--- src/rtl/seq_fullsub_pkg.sv ---
// Shared types and helpers for the sequential full subtractor.
package seq_fullsub_pkg;

  typedef enum logic [1:0] {
    IDLE,
    RUN,
    DONE
  } state_t;

  // Widest operand the saturation helper can describe.
  localparam int unsigned SAT_MAX_W = 256;

  // Signed saturation limit for a WIDTH-bit result: -2^(WIDTH-1) when neg,
  // else 2^(WIDTH-1)-1. Bits above WIDTH are don't-care for the caller.
  function automatic logic [SAT_MAX_W-1:0] sat_limit(input int unsigned width,
                                                     input logic        neg);
    logic [SAT_MAX_W-1:0] v;
    v = SAT_MAX_W'(1) << (width - 1);
    if (!neg) begin
      v = v - SAT_MAX_W'(1);
    end
    return v;
  endfunction

endpackage

--- src/rtl/seq_fullsub_slice.sv ---
// Combinational SLICE-bit subtractor: d = x - y - bi, bo = borrow out.
module fullsub_slice #(
  parameter int unsigned SLICE = 8
) (
  input  logic [SLICE-1:0] x,
  input  logic [SLICE-1:0] y,
  input  logic             bi,
  output logic [SLICE-1:0] d,
  output logic             bo
);

  logic [SLICE:0] w_r;

  // One extra bit catches the borrow as the sign of the widened difference.
  assign w_r = {1'b0, x} - {1'b0, y} - {{SLICE{1'b0}}, bi};
  assign d   = w_r[SLICE-1:0];
  assign bo  = w_r[SLICE];

endmodule

--- src/rtl/seq_fullsub.sv ---
// Multi-cycle WIDTH-bit subtractor, SLICE bits per clock, with a registered
// borrow chain and valid/ready handshakes on both sides.
// Optional: define SEQ_FULLSUB_SAT_EN to add the 'sat' input, which clamps
// diff to the signed limit on overflow.
module seq_fullsub
  import seq_fullsub_pkg::*;
#(
  parameter int unsigned WIDTH = 32,
  parameter int unsigned SLICE = 8
) (
  input  logic             clk,
  input  logic             rst,
  input  logic             in_valid,
  output logic             in_ready,
  input  logic [WIDTH-1:0] a,
  input  logic [WIDTH-1:0] b,
  input  logic             bin,
`ifdef SEQ_FULLSUB_SAT_EN
  input  logic             sat,
`endif
  output logic             out_valid,
  input  logic             out_ready,
  output logic [WIDTH-1:0] diff,
  output logic             bout,
  output logic             ovf
);

  localparam int unsigned NSLICE = WIDTH / SLICE;
  localparam int unsigned CNT_W  = (NSLICE > 1) ? $clog2(NSLICE) : 1;

  if (SLICE == 0 || (WIDTH % SLICE) != 0) begin : g_bad_slice
    $error("seq_fullsub: WIDTH (%0d) must be a multiple of SLICE (%0d)", WIDTH, SLICE);
  end
`ifdef SEQ_FULLSUB_SAT_EN
  if (WIDTH > SAT_MAX_W) begin : g_bad_width
    $error("seq_fullsub: WIDTH (%0d) exceeds saturation helper range", WIDTH);
  end
`endif

  state_t             r_state;
  state_t             w_state_nxt;
  logic [WIDTH-1:0]   r_a;
  logic [WIDTH-1:0]   r_b;
  logic               r_borrow;
  logic [CNT_W-1:0]   r_cnt;
  logic [WIDTH-1:0]   r_work;
  logic [WIDTH-1:0]   r_diff;
  logic               r_bout;
  logic               r_ovf;
`ifdef SEQ_FULLSUB_SAT_EN
  logic               r_sat;
`endif

  logic               w_accept;
  logic               w_last;
  logic [SLICE-1:0]   w_x;
  logic [SLICE-1:0]   w_y;
  logic [SLICE-1:0]   w_d;
  logic               w_bo;
  logic [WIDTH-1:0]   w_diff_full;
  logic [WIDTH-1:0]   w_result;
  logic               w_ovf;

  assign w_accept = (r_state == IDLE) && in_valid;
  assign w_last   = (r_cnt == CNT_W'(NSLICE - 1));

  // Select the operand fields for the slice being processed this cycle.
  always_comb begin
    w_x = r_a[int'(r_cnt) * SLICE +: SLICE];
    w_y = r_b[int'(r_cnt) * SLICE +: SLICE];
  end

  fullsub_slice #(
    .SLICE (SLICE)
  ) u_slice (
    .x  (w_x),
    .y  (w_y),
    .bi (r_borrow),
    .d  (w_d),
    .bo (w_bo)
  );

  // Full-width result including the slice finishing this cycle, so overflow
  // and saturation can be resolved on the DONE entry edge without extra latency.
  always_comb begin
    w_diff_full = r_work;
    w_diff_full[int'(r_cnt) * SLICE +: SLICE] = w_d;
    w_ovf = (r_a[WIDTH-1] != r_b[WIDTH-1]) && (w_diff_full[WIDTH-1] != r_a[WIDTH-1]);
    w_result = w_diff_full;
`ifdef SEQ_FULLSUB_SAT_EN
    if (r_sat && w_ovf) begin
      w_result = WIDTH'(sat_limit(WIDTH, r_a[WIDTH-1]));
    end
`endif
  end

  // Next-state logic for the IDLE -> RUN -> DONE cycle.
  always_comb begin
    w_state_nxt = r_state;
    unique case (r_state)
      IDLE:    if (in_valid)  w_state_nxt = RUN;
      RUN:     if (w_last)    w_state_nxt = DONE;
      DONE:    if (out_ready) w_state_nxt = IDLE;
      default:                w_state_nxt = IDLE;
    endcase
  end

  // State register.
  always_ff @(posedge clk) begin
    if (rst) begin
      r_state <= IDLE;
    end else begin
      r_state <= w_state_nxt;
    end
  end

  // Operand capture, slice iteration and result registers.
  always_ff @(posedge clk) begin
    if (rst) begin
      r_a      <= '0;
      r_b      <= '0;
      r_borrow <= 1'b0;
      r_cnt    <= '0;
      r_work   <= '0;
      r_diff   <= '0;
      r_bout   <= 1'b0;
      r_ovf    <= 1'b0;
`ifdef SEQ_FULLSUB_SAT_EN
      r_sat    <= 1'b0;
`endif
    end else begin
      if (w_accept) begin
        r_a      <= a;
        r_b      <= b;
        r_borrow <= bin;
        r_cnt    <= '0;
        r_work   <= '0;
`ifdef SEQ_FULLSUB_SAT_EN
        r_sat    <= sat;
`endif
      end else if (r_state == RUN) begin
        r_work   <= w_diff_full;
        r_borrow <= w_bo;
        r_cnt    <= r_cnt + CNT_W'(1);
        if (w_last) begin
          r_diff <= w_result;
          r_bout <= w_bo;
          r_ovf  <= w_ovf;
        end
      end
    end
  end

  assign in_ready  = (r_state == IDLE);
  assign out_valid = (r_state == DONE);
  assign diff      = r_diff;
  assign bout      = r_bout;
  assign ovf       = r_ovf;

endmodule

--- config.mk ---
export PLATFORM = sky130hd
export DESIGN_NAME = seq_fullsub
export DESIGN_NICKNAME = d
export VERILOG_FILES = /design/src/rtl/seq_fullsub_pkg.sv /design/src/rtl/seq_fullsub_slice.sv /design/src/rtl/seq_fullsub.sv
export SDC_FILE = /design/constraint.sdc
export NUM_CORES = 1
export LEC_CHECK = 0
export BUFFER_PORTS_ARGS = -buffer_cell sky130_fd_sc_hd__buf_4
export CAP_MARGIN = 0
export CORE_MARGIN = 2
export CORE_UTILIZATION = 55
export DETAILED_ROUTE_END_ITERATION = 6
export PLACE_DENSITY = 0.88
export SYNTH_ARGS = -nofsm -noshare
export SYNTH_HDL_FRONTEND = slang
export SYNTH_SLANG_ARGS = --single-unit
--- constraint.sdc ---
create_clock -name clk -period 8.35 [get_ports clk]
set_clock_uncertainty 0.15 [all_clocks]
set_input_delay 0.835 -clock clk [delete_from_list [all_inputs] [get_ports clk]]
set_output_delay 0.835 -clock clk [all_outputs]
set_load 0.01 [all_outputs]
Yosys cells after proc, flatten, opt, wreduce, memory -nomap -nowiden

Cells that the tools add are included.

Memory bits (writable): 0
Memories kept: 0
Output and inout port bits: 36
Bits in latches: 0
Input port bits: 69
Bits in read-only memories: 0
Register bits after elaboration: 135

Add/sub/neg operators: 4
Shift operators: 4
Mux-type cells: 7
Multiply operators: 0
Equality and inequality tests: 8
Divide/modulo/power cells: 0
Magnitude comparators: 0
Reductions and logical operators: 7
Bitwise logic cells: 1

Operators by type and width:

| operator                                               | count |
|---|---|
| variable part select 32 x 6 -> 8 bit                   | 2 |
| negator 5 -> 34 bit                                    | 1 |
| variable shift 8 x 34 -> 32 bit (first input constant) | 1 |
| variable part select 8 x 34 -> 32 bit                  | 1 |
| bitwise mux 32 bit                                     | 1 |
| subtractor 8 x 8 -> 9 bit                              | 1 |
| subtractor 9 x 1 -> 9 bit                              | 1 |
| 2-to-1 mux 2 bit                                       | 3 |
| one-hot mux 2 bit (3 select lines)                     | 1 |
| AND reduction 3 bit                                    | 2 |
| equality test 2 bit (second input constant)            | 2 |
| inequality test 2 bit (second input constant)          | 2 |
| adder 2 x 1 -> 2 bit (second input constant)           | 1 |
| equality test 2 x 1 -> 1 bit (second input constant)   | 1 |
| logical AND 1 bit                                      | 2 |
| zero test 2 bit                                        | 1 |
| 2-to-1 mux 1 bit                                       | 2 |
| inequality test 1 bit                                  | 2 |
| inequality test 2 x 1 -> 1 bit (second input constant) | 1 |
| nonzero test 2 bit                                     | 1 |
| OR reduction 2 bit                                     | 1 |
| NOT 1 bit                                              | 1 |

Longest topological paths before layout

Gate-level depths: netlist (run 1).

Depth in word-level cells: 7
Gate-level depth with buffers: 13
Mapped depth without buffers: 11

By module

A second synthesis (run 1) with hierarchy kept.

Cells, all modules: 714
Area total of the unflattened synthesis: 6,168.4 um^2

Modules (own cells, without submodules):

| module        | area an instance (um^2) | times used | sequential area each (um^2) | cells each |
|---|---|---|---|---|
| seq_fullsub   | 5,614.1                 | 1          | 2,702.6                     | 638 |
| fullsub_slice | 554.3                   | 1          | 0.0                         | 76 |

Worst setup path before layout (run 1)

Ideal clock, no wire load.

Path kind: flip-flop to flip-flop
From: register r_cnt[0]
To: register r_ovf (netlist: ovf)
Arrival time: 3.705 ns
Data required time: 8.075 ns
Path slack: 4.370 ns
Clock period less this slack: 3.980 ns
Library setup time: 0.125 ns
Stages on the path, launching flop included: 13
Cells stage by stage: dfxtp_1 -> buf_2 -> buf_1 -> mux4_2 -> ha_1 -> inv_1 -> ha_1 -> a21oi_1 -> nand2_1 -> o31a_1 -> xor2_2 -> and4b_1 -> o41a_1

Longest elaborated chain between the ends: 7
Elaborated cells on any way between the ends: 12

RTL lines:

| item                                                           | RTL line                             | source |
|---|---|---|
| start: declaration                                             | seq_fullsub.sv:45                    | `logic [CNT_W-1:0] r_cnt;` |
| start signal: assignment                                       | seq_fullsub.sv:144                   | `r_cnt <= r_cnt + CNT_W'(1);` |
| variable part select 32 x 6 -> 8 bit, on equally long branches | seq_fullsub.sv:69, seq_fullsub.sv:70 |  |
| subtractor 8 x 8 -> 9 bit                                      | seq_fullsub_slice.sv:15              | `assign w_r = {1'b0, x} - {1'b0, y} - {{SLICE{1'b0}}, bi};` |
| subtractor 9 x 1 -> 9 bit                                      | seq_fullsub_slice.sv:15              |  |
| variable part select 8 x 34 -> 32 bit                          | seq_fullsub.sv:87                    | `w_diff_full[int'(r_cnt) * SLICE +: SLICE] = w_d;` |
| bitwise mux 32 bit                                             | seq_fullsub.sv:87                    |  |
| inequality test 1 bit                                          | seq_fullsub.sv:88                    | `w_ovf = (r_a[WIDTH-1] != r_b[WIDTH-1]) && (w_diff_full[WIDTH-1] != r_a[WIDTH-1]);` |
| logical AND 1 bit                                              | seq_fullsub.sv:88                    |  |
| end signal: assignment                                         | seq_fullsub.sv:148                   | `r_ovf <= w_ovf;` |
| end: declaration                                               | seq_fullsub.sv:49                    | `logic r_ovf;` |

Several ways; a longest one is shown, not always the timed one.
A chain may end at the register's enable or synchronous reset.

Worst setup path in the final report (run 1)

From: register r_cnt[1]
To: register r_work[6]

Longest elaborated chain between the ends: 5
Elaborated cells on any way between the ends: 8

RTL lines:

| item                                                           | RTL line                             | source |
|---|---|---|
| variable part select 32 x 6 -> 8 bit, on equally long branches | seq_fullsub.sv:69, seq_fullsub.sv:70 |  |
| subtractor 8 x 8 -> 9 bit                                      | seq_fullsub_slice.sv:15              |  |
| subtractor 9 x 1 -> 9 bit                                      | seq_fullsub_slice.sv:15              |  |
| variable part select 8 x 34 -> 32 bit                          | seq_fullsub.sv:87                    |  |
| bitwise mux 32 bit (*)                                         | seq_fullsub.sv:87                    |  |
| end signal: assignment                                         | seq_fullsub.sv:142                   | `r_work <= w_diff_full;` |
| end: declaration                                               | seq_fullsub.sv:46                    | `logic [WIDTH-1:0] r_work;` |

Mark *: on every way between the ends. The rest lies on a longest branch, timed or not.

==> results of run 1 <==
[where the power goes]
part	switching (mW)	internal, mW	total (mW)
registers	0.0163	0.672	0.688
clock network	0.290	0.427	0.717
logic	0.172	0.0977	0.270
total	0.479	1.20	1.67
[layout make-up]
| type | instances | area, um2 |
|---|---|---|
| multi-input combinational | 473 | 2870 |
| clock inverter | 14 | 145 |
| clock buffer | 18 | 418 |
| fill | 744 | 3090 |
| tap | 136 | 170 |
| inverter | 29 | 109 |
| timing repair buffer | 109 | 818 |
| sequential | 135 | 2700 |
[cell usage in the layout (no fill, tap or decap), drive strengths merged, types with 18 or more instances in the layout]
cell and n:
buf 109, dfxtp 135, nand2 148, nor2 67
a21oi 75, ha 18, inv 32, a211oi 36
a22oi 28, clkbuf 18
[path summary, 6_finish.rpt]
path / start / to / slack [ns]
setup reg to reg: r_cnt[1]$_SDFFE_PP0P_ / r_work[6]$_SDFFE_PP0P_ / 4.40
hold reg to reg: r_b[23]$_SDFFE_PP0P_ / r_b[23]$_SDFFE_PP0P_ / 0.30
setup / recovery: r_cnt[1]$_SDFFE_PP0P_ / r_work[6]$_SDFFE_PP0P_ / 4.40
hold / removal: r_b[23]$_SDFFE_PP0P_ / r_b[23]$_SDFFE_PP0P_ / 0.30
[worst max-delay path, cell delays in order, from the launching register on]
cell and delay (ns):
dfxtp_1 0.97, mux4_2 0.40, inv_1 0.07, fa_1 0.43
inv_1 0.09, fa_1 0.22, a21boi_0 0.12, o21a_1 0.21
o21a_1 0.19, o21ai_0 0.53, nand2_1 0.22, o21ai_0 0.24
[flip-flops by register name, summed over array words and instances (netlist names)]
register / flops
r_a: 32
r_cnt: 2
r_b: 32
r_borrow: 1
r_state: 2
diff: 32
r_work: 32
bout: 1
ovf: 1
[layer usage]
metal / part of all wire / vias up
li1: - / 2547
met1: 0.42 / 2472
met2: 0.49 / 220
met3: 0.069 / 37
met4: 0.020 / 0
met5: 0 / -
[logic make-up after synthesis]
logic type / count (synthesis) / share of synthesized area
AO/OA/AOI/OAI: 170 / 0.187
XOR/XNOR: 5 / 0.00878
adder cells (fa/ha/maj): 20 / 0.0454
buffers and inverters: 75 / 0.0486
flip-flops: 135 / 0.462
multiplexers: 16 / 0.0616
AND/OR/NAND/NOR: 262 / 0.186
==> impl_metrics.tcl, run 1 <==
set metrics [dict create \
    nets 854 \
    leakage_nw 2.83 \
    initial_core_util 0.566 \
    syn_to_final_growth_pct 23.6 \
    cts_tree "yes" \
    num_antenna_cells 0 \
    setup-tns-final_ns 0 \
    synth_nets 772 \
    first_global_vias 4909 \
    period_needed_ns 3.95 \
    rows 37 \
    post-route-period-util 0.473 \
    die_h_um 107 \
    met3_usage 0.0584 \
    holdWs_ns 0.301 \
    core_area_mm2 0.0103 \
    antenna_left 0 \
    ys_warn_count 0 \
    cts-htree-levels 4 \
    final_util 0.700 \
    worstHoldPathCells 2 \
    drive_above_1_share 0.208 \
    hp-class "flip-flop to flip-flop" \
    clkLatencyLatePin_ns 0.53 \
    yosysTopAreaCellShare 0.462 \
    syn_area_mm2 0.00585 \
    stdcell_area_mm2 0.00723 \
    status "complete, no violations" \
    cts-buffers-inserted 17 \
    synth.ff_latch_count 135 \
    gr-total-overflow 0 \
    setup_viol 0 \
    antenna_found_initial 0 \
    drtPass1Iterations 7 \
    crit_type "flip-flop to flip-flop" \
    power_density_mw_per_mm2 232 \
    ys_top_cells_by_area "dfxtp_1 46%, nand2_1 9.5%, a21oi_1 6.4%" \
    grt_usage 0.259 \
    placed_cells 882 \
    synth_common_cells "148 x nand2_1, 135 x dfxtp_1, 75 x a21oi_1, 67 x nor2_1, 40 x clkbuf_1" \
    postCtsSetupRepairBufs 0 \
    fin_cells 914 \
    die_w_um 107 \
    yosysTopAreaCell "dfxtp_1" \
    dp_slack_ns 4.52 \
    worst_ep_arrival_time_ns 4.24 \
    use_met2 0.431 \
    clockBufferDepth 2 \
    finalHoldViolations 0 \
    grt-busiest-layer "met2" \
    ys_seq_area_frac 0.462 \
    rsz0062_at_grt "no" \
    dp.final_hpwl_um 9550 \
    synth_edf_count 0 \
    reg2reg_depth 11 \
    routedWlPerCell_um 15.9 \
    yosysMostFrequentCell "nand2_1" \
    dpl_cell_area_mm2 0.00667 \
    max-vdd-ir-drop_mv 0.107 \
    io_buffers 104 \
    slew_headroom 0.181 \
    vias 5276 \
    ys_types 40 \
    drv_cap 0 \
    critPathCaptureType "flip-flop" \
    tightest_slew_ns 1.23 \
    ys.flop_type "dfxtp_1" \
    wl_um 14500 \
    gp_congestion 0.837 \
    cp_data_required_time_ns 8.64 \
    viasPerCell 5.77 \
    finalPower_mw 1.67 \
    finalWorstSetupSlack_ns 4.40 \
    clk_pin_slew_worst_paths_ns 0.06 \
    grt_use_met1 0.334 \
    crit_path_start_kind "flip-flop" \
    fmax_ghz 0.253 \
    cp_max_fo 21 \
    async_flop_share 0 \
    cts_hold_buf 0 \
    dieArea_mm2 0.0115 \
    grt_max_degree 68 \
    cts_root_buf "clkbuf_8" \
    syn_avg_cell_area_um2 8.56 \
    cts.sinks 135 \
    post_cts_resized 0 \
    drtIter0Drc 394 \
    grt_pass1_wl_um 23600 \
    slew_viol_final 0 \
    synthCells 683 \
    pin_count 105 \
    drc 0 \
]
No activity file was read; power rests on OpenSTA's default activity.
==> run 2: changes to the inputs <==
==> constraint.sdc (replaced) <==
create_clock -name clk -period 3.8 [get_ports clk]
set_clock_uncertainty 0.15 [all_clocks]
set_input_delay 0.38 -clock clk [delete_from_list [all_inputs] [get_ports clk]]
set_output_delay 0.38 -clock clk [all_outputs]
set_load 0.01 [all_outputs]
==> impl_metrics.tcl, run 2 (synthesized netlist as in run 1, its figures left out) <==
set metrics [dict create \
    drtPass1Iterations 5 \
    min-delay-start "b[23]" \
    fin_cells 982 \
    gr-total-overflow 0 \
    cp_data_required_time_ns 4.09 \
    slew_headroom 0.250 \
    initial_core_util 0.566 \
    nets 921 \
    die_w_um 107 \
    period_needed_ns 3.54 \
    hp-class "input pin to flip-flop" \
    crit_chain "buf_12 > mux4_2 > fa_1 > inv_1 > fa_1 > a21boi_0 > o21a_1 > o21a_1 > o21ai_0 > nand2_1 > o21ai_0" \
    hold_path_end "r_b[23]$_SDFFE_PP0P_" \
    syn_to_final_growth_pct 35.5 \
    wl_um 17600 \
    crit_path_top_delay_cell "mux4_2" \
    r2r_end "r_work[14]$_SDFFE_PP0P_" \
    fmax_ghz 0.282 \
    r2r-start "r_cnt[0]$_SDFFE_PP0P_" \
    routedWlPerCell_um 17.9 \
    crit_type "flip-flop to flip-flop" \
    grt_pass1_wl_um 28100 \
    max-vdd-ir-drop_mv 0.332 \
    critPathCaptureType "flip-flop" \
    core_area_mm2 0.0103 \
    clk_pin_slew_worst_paths_ns 0.06 \
    power_density_mw_per_mm2 481 \
    vias 5821 \
    worstHoldPathCells 3 \
    leakage_nw 3.12 \
    cts.sinks 135 \
    drc 0 \
    final_util 0.767 \
    dieArea_mm2 0.0115 \
    cts-htree-levels 4 \
    first_global_vias 5901 \
    tightest_slew_ns 1.12 \
    holdWs_ns 0.0127 \
    die_h_um 107 \
    drv_cap 0 \
    rsz0062_at_grt "no" \
    multi_input_area_mm2 0.00287 \
    status "complete, no violations" \
    antenna_found_initial 0 \
    placed_cells 887 \
    max_stage_delay_ns 0.53 \
    antenna_left 0 \
    post-route-period-util 0.932 \
    grt_max_degree 106 \
    cp_num_buf_inv 2 \
    cts_tree "yes" \
    gp_congestion 0.859 \
    grt_usage 0.315 \
    worst_ep_arrival_time_ns 3.83 \
    layout.area.seq_mm2 0.00270 \
    cp_max_fo 24 \
    viasPerCell 5.93 \
    dp.final_hpwl_um 9850 \
    clockBufferDepth 2 \
    slew_viol_final 0 \
    cts-buffers-inserted 17 \
    setup-tns-final_ns 0 \
    io_buffers 104 \
    r2r_slack_ns 0.26 \
    reg2reg_depth 11 \
    cp.depth 11 \
    finalHoldViolations 0 \
    setup_viol 0 \
    rows 37 \
    drive_above_1_share 0.199 \
    cts_root_buf "clkbuf_8" \
    crit_path_start_kind "flip-flop" \
    critPathLaunch "r_cnt[0]$_SDFFE_PP0P_" \
    final_common_cell "nand2_1" \
    path_delay_family "compound AO/OA/AOI/OAI gates" \
    drtIter0Drc 495 \
    pin_count 105 \
    final_cell_mix "147 x nand2_1, 135 x dfxtp_1, 113 x buf_4" \
    clkLatencyLatePin_ns 0.52 \
    n_fill_cell 637 \
]
[run 2: cell count changes in the layout (fill, tap and decap cells not counted), sizes merged]
cell,previous run,this run
clkinvlp,1,2
inv,32,33
diode,0,1
dlygate4sd3,0,62
clkinv,8,7
clkbuf,18,17
buf,109,114
[run 2: report_power, final]
group | internal [mW] | total [mW] | leakage, nW | switching, mW
combinational | 0.271 | 0.677 | 1.73 | 0.407
clock | 0.951 | 1.62 | 0.283 | 0.668
sequential | 1.48 | 1.51 | 1.10 | 0.0370
total | 2.70 | 3.81 | 3.12 | 1.11
[run 2: area by class of cell]
cell class	count	area share
Tap cell	136	0.0215
Clock inverter	15	0.0213
Clock buffer	17	0.0523
Sequential cell	135	0.341
Inverter	29	0.0137
Antenna cell	1	0.000316
Timing Repair Buffer	176	0.188
Multi-Input combinational cell	473	0.362
[run 2: how the worst max path moves through the flow]
stage,end,slack (ns)
after global routing,diff[6]$_SDFFE_PP0P_,0.03
after global placement,bout$_SDFFE_PP0P_,0.44
after CTS,ovf$_SDFFE_PP0P_,0.33
after floorplan,ovf$_SDFFE_PP0P_,0.06
after detailed placement,bout$_SDFFE_PP0P_,0.37
final,r_work[14]$_SDFFE_PP0P_,0.26
[run 2: per-stage QoR]
stage / setup slack [ns] / power, mW / cell area, um2
2_1_floorplan: 0.0618 / 1.93 / 5850
3_3_place_gp: 0.444 / 2.10 / 6720
3_5_place_dp: 0.369 / 2.13 / 6720
4_1_cts: 0.330 / 3.78 / 7920
5_1_grt: 0.0259 / 3.94 / 7920
6_report: 0.257 / 3.81 / 7920
[run 2: repair_timing]
action,CTS,global route
resized for setup,0,0
hold endpoints to repair,62,0
hold buffers,62,0
setup buffers,0,0
[run 2: routing by layer]
layer	vias up	wire length (um)	share of wire	track usage
met5	-	0	0	0
met3	77	1430	0.081	0.0784
met1	2701	6420	0.36	0.349
li1	2674	-	-	-
met2	369	8930	0.51	0.547
met4	0	812	0.046	0.176
[run 2: worst min-delay path: stages]
cell and delay [ns]:
buf_4 0.11, nand2_1 0.07, a21oi_1 0.07
==> run 3: changes to the inputs <==
--- a/config.mk
+++ b/config.mk
@@ -10,7 +10,8 @@
 export CORE_MARGIN = 2
 export CORE_UTILIZATION = 55
 export DETAILED_ROUTE_END_ITERATION = 6
-export PLACE_DENSITY = 0.88
+export PLACE_DENSITY = 0.87
 export SYNTH_ARGS = -nofsm -noshare
 export SYNTH_HDL_FRONTEND = slang
+export SYNTH_HIERARCHICAL = 1
 export SYNTH_SLANG_ARGS = --single-unit
==> impl_metrics.tcl, run 3 <==
set metrics [dict create \
    critPathCaptureType "flip-flop" \
    ys_warn_count 6 \
    crit_type "flip-flop to flip-flop" \
    cts.sinks 135 \
    r2r-start "r_cnt[0]$_SDFFE_PP0N_" \
    r2r_slack_ns 0.12 \
    post-route-period-util 0.968 \
    switching_share 0.285 \
    slew_viol_final 0 \
    fmax_ghz 0.272 \
    clk_pin_slew_worst_paths_ns 0.07 \
    syn_avg_cell_area_um2 8.64 \
    drc 0 \
    grt_max_degree 102 \
    synthCells 714 \
    synth_nets 805 \
    nets 949 \
    antenna_left 0 \
    gr-total-overflow 0 \
    synth_common_cells "135 x dfxtp_1, 133 x nand2_1, 77 x nor2_1, 76 x a21oi_1, 57 x a211oi_1" \
    reg2reg_depth 15 \
    setup-tns-final_ns 0 \
    drtIter0Drc 561 \
    power.switching_mw 1.11 \
    async_flop_share 0 \
    comb_power_share 0.190 \
    dieArea_mm2 0.0121 \
    endpoint "diff[15]$_SDFFE_PP0P_" \
    max_stage_delay_ns 0.56 \
    power_density_mw_per_mm2 473 \
    syn_area_mm2 0.00617 \
    max-vdd-ir-drop_mv 0.289 \
    drtPass1Iterations 5 \
    leakage_nw 3.28 \
    yosysTopAreaCellShare 0.438 \
    io_buffers 104 \
    vias 5972 \
    die_w_um 110 \
    worst_ep_arrival_time_ns 3.90 \
    gp_congestion 0.882 \
    finalHoldViolations 0 \
    clockBufferDepth 2 \
    cp_max_fo 11 \
    crit_path_start_kind "flip-flop" \
    viasPerCell 5.91 \
    ys_seq_area_frac 0.438 \
    ys_types 46 \
    initial_core_util 0.567 \
    slew_headroom 0.234 \
    multi_input_area_mm2 0.00312 \
    clkLatencyLatePin_ns 0.54 \
    pin_count 105 \
    setup_viol 0 \
    antenna_found_initial 1 \
    final_cell_mix "133 x dfxtp_1, 132 x nand2_1, 115 x buf_4" \
    rows 38 \
    die_h_um 110 \
    drive_above_1_share 0.213 \
    stdcell_area_mm2 0.00820 \
    yosysTopAreaCell "dfxtp_1" \
    synth.ff_latch_count 135 \
    cts_root_buf "clkbuf_8" \
    ys.flop_type "dfxtp_1" \
    r2r_end "diff[15]$_SDFFE_PP0P_" \
    syn_to_final_growth_pct 32.9 \
    dp.final_hpwl_um 10200 \
    layout.area.seq_mm2 0.00271 \
    routedWlPerCell_um 18.9 \
    wl_um 19100 \
    status "complete, no violations" \
    yosysMostFrequentCell "dfxtp_1" \
    cts_tree "yes" \
    tightest_slew_ns 1.15 \
    clkPwrFrac 0.415 \
    ys_top_cells_by_area "dfxtp_1 44%, nand2_1 8.1%, a211oi_1 6.9%" \
    hp-class "input pin to flip-flop" \
    finalPower_mw 3.88 \
    crit_path_top_delay_cell "mux4_2" \
    holdWs_ns 0.0196 \
    cp_data_required_time_ns 4.02 \
    crit_chain "buf_12 > mux4_2 > inv_1 > ha_1 > inv_1 > ha_1 > a21oi_4 > buf_4 > nand2_2 > a221oi_2 > nand3b_1 > and2b_2 > buf_4 > a31oi_1 > a211oi_1" \
    grt_pass1_wl_um 29400 \
    dpl_cell_area_mm2 0.00695 \
    cts-buffers-inserted 17 \
    n_fill_cell 662 \
    cts-htree-levels 4 \
    synth_edf_count 0 \
    core_area_mm2 0.0109 \
    p_seq_frac 0.395 \
    first_global_vias 5948 \
    final_common_cell "dfxtp_1" \
    grt_usage 0.325 \
    internal-power_mw 2.77 \
    critPathLaunch "r_cnt[0]$_SDFFE_PP0N_" \
    period_needed_ns 3.68 \
    drv_cap 0 \
]
[run 3: cell count changes in the layout (fill, tap and decap cells not counted), sizes merged, moves of 8 or more]
cell and delta:
a31oi +25, nand3 -8, nor2b +33, nor2 +10, a211oi +21, a22oi -20
and2b +11, a221oi -10, nand2 -14, nor3 -13
[run 3: repair_timing]
action / in CTS / in global routing
endpoints found under the hold margin: 63 / 0
endpoints found under the setup margin: 0 / 1
gates resized for setup: 0 / 8
buffers inserted: 0 / 3
hold buffers: 63 / 0
[run 3: layout make-up]
class                   instances  area share
well taps                     140      0.0214
clock buffers                  20      0.0543
repair buffers                180       0.186
clock inverters                11      0.0154
diodes                          1    0.000305
inverters                      27      0.0124
flip-flops and latches        135       0.330
multi-input cells             497       0.380
[run 3: worst max-delay path: cells and delay by family, from the launching register on]
family | cells | cell delay (ns)
compound gates | 4 | 0.87
fa+ha+maj | 2 | 0.50
buf+inv | 5 | 0.60
flops | 1 | 0.38
mux | 1 | 0.56
simple gates | 3 | 0.45
[run 3: power by group through the flow]
stage	registers [mW]	logic (mW)	clock network, mW
2_1_floorplan	1.54	0.454	0
3_5_place_dp	1.55	0.622	0
3_3_place_gp	1.55	0.594	0
6_report	1.53	0.736	1.61
4_1_cts	1.52	0.683	1.59
5_1_grt	1.53	0.793	1.67
[run 3: logic make-up after synthesis]
group	after synthesis	synth area share
DFF	135	0.438
buffers and inverters	82	0.0617
muxes	19	0.0633
xor gates and xnor gates	6	0.00852
adders and majority gates	22	0.0471
AOI/OAI and AO/OA	177	0.185
and+or+nand+nor	273	0.196
[run 3: per-stage QoR]
step	instances	utilization	worst slack [ns]
finish	1011	0.753	0.120
floorplan	714	-	0.00875
global route	1011	0.753	-0.0640
detailed placement	913	0.638	0.107
global placement	913	0.638	0.255
CTS	1007	0.748	0.0554
[run 3: routing by layer]
| metal | track usage | part of all wire |
|---|---|---|
| met1 | 0.349 | 0.36 |
| met2 | 0.549 | 0.49 |
| met3 | 0.0753 | 0.075 |
| met4 | 0.253 | 0.079 |
| met5 | 0 | 0 |
[run 3: worst min-delay path by stage]
stage	from	end	slack, ns	cells past startpoint
after floorplan	r_a[16]$_SDFFE_PP0P_	r_a[16]$_SDFFE_PP0P_	0.28	2
after global placement	r_b[4]$_SDFFE_PP0P_	r_b[4]$_SDFFE_PP0P_	0.29	2
after detailed placement	r_b[22]$_SDFFE_PP0P_	r_b[22]$_SDFFE_PP0P_	0.30	2
after CTS	out_ready	r_state[1]$_SDFFE_PP0P_	0.005	4
after global routing	bin	r_borrow$_SDFFE_PP0P_	0.03	3
final	out_ready	r_state[1]$_SDFFE_PP0P_	0.02	4
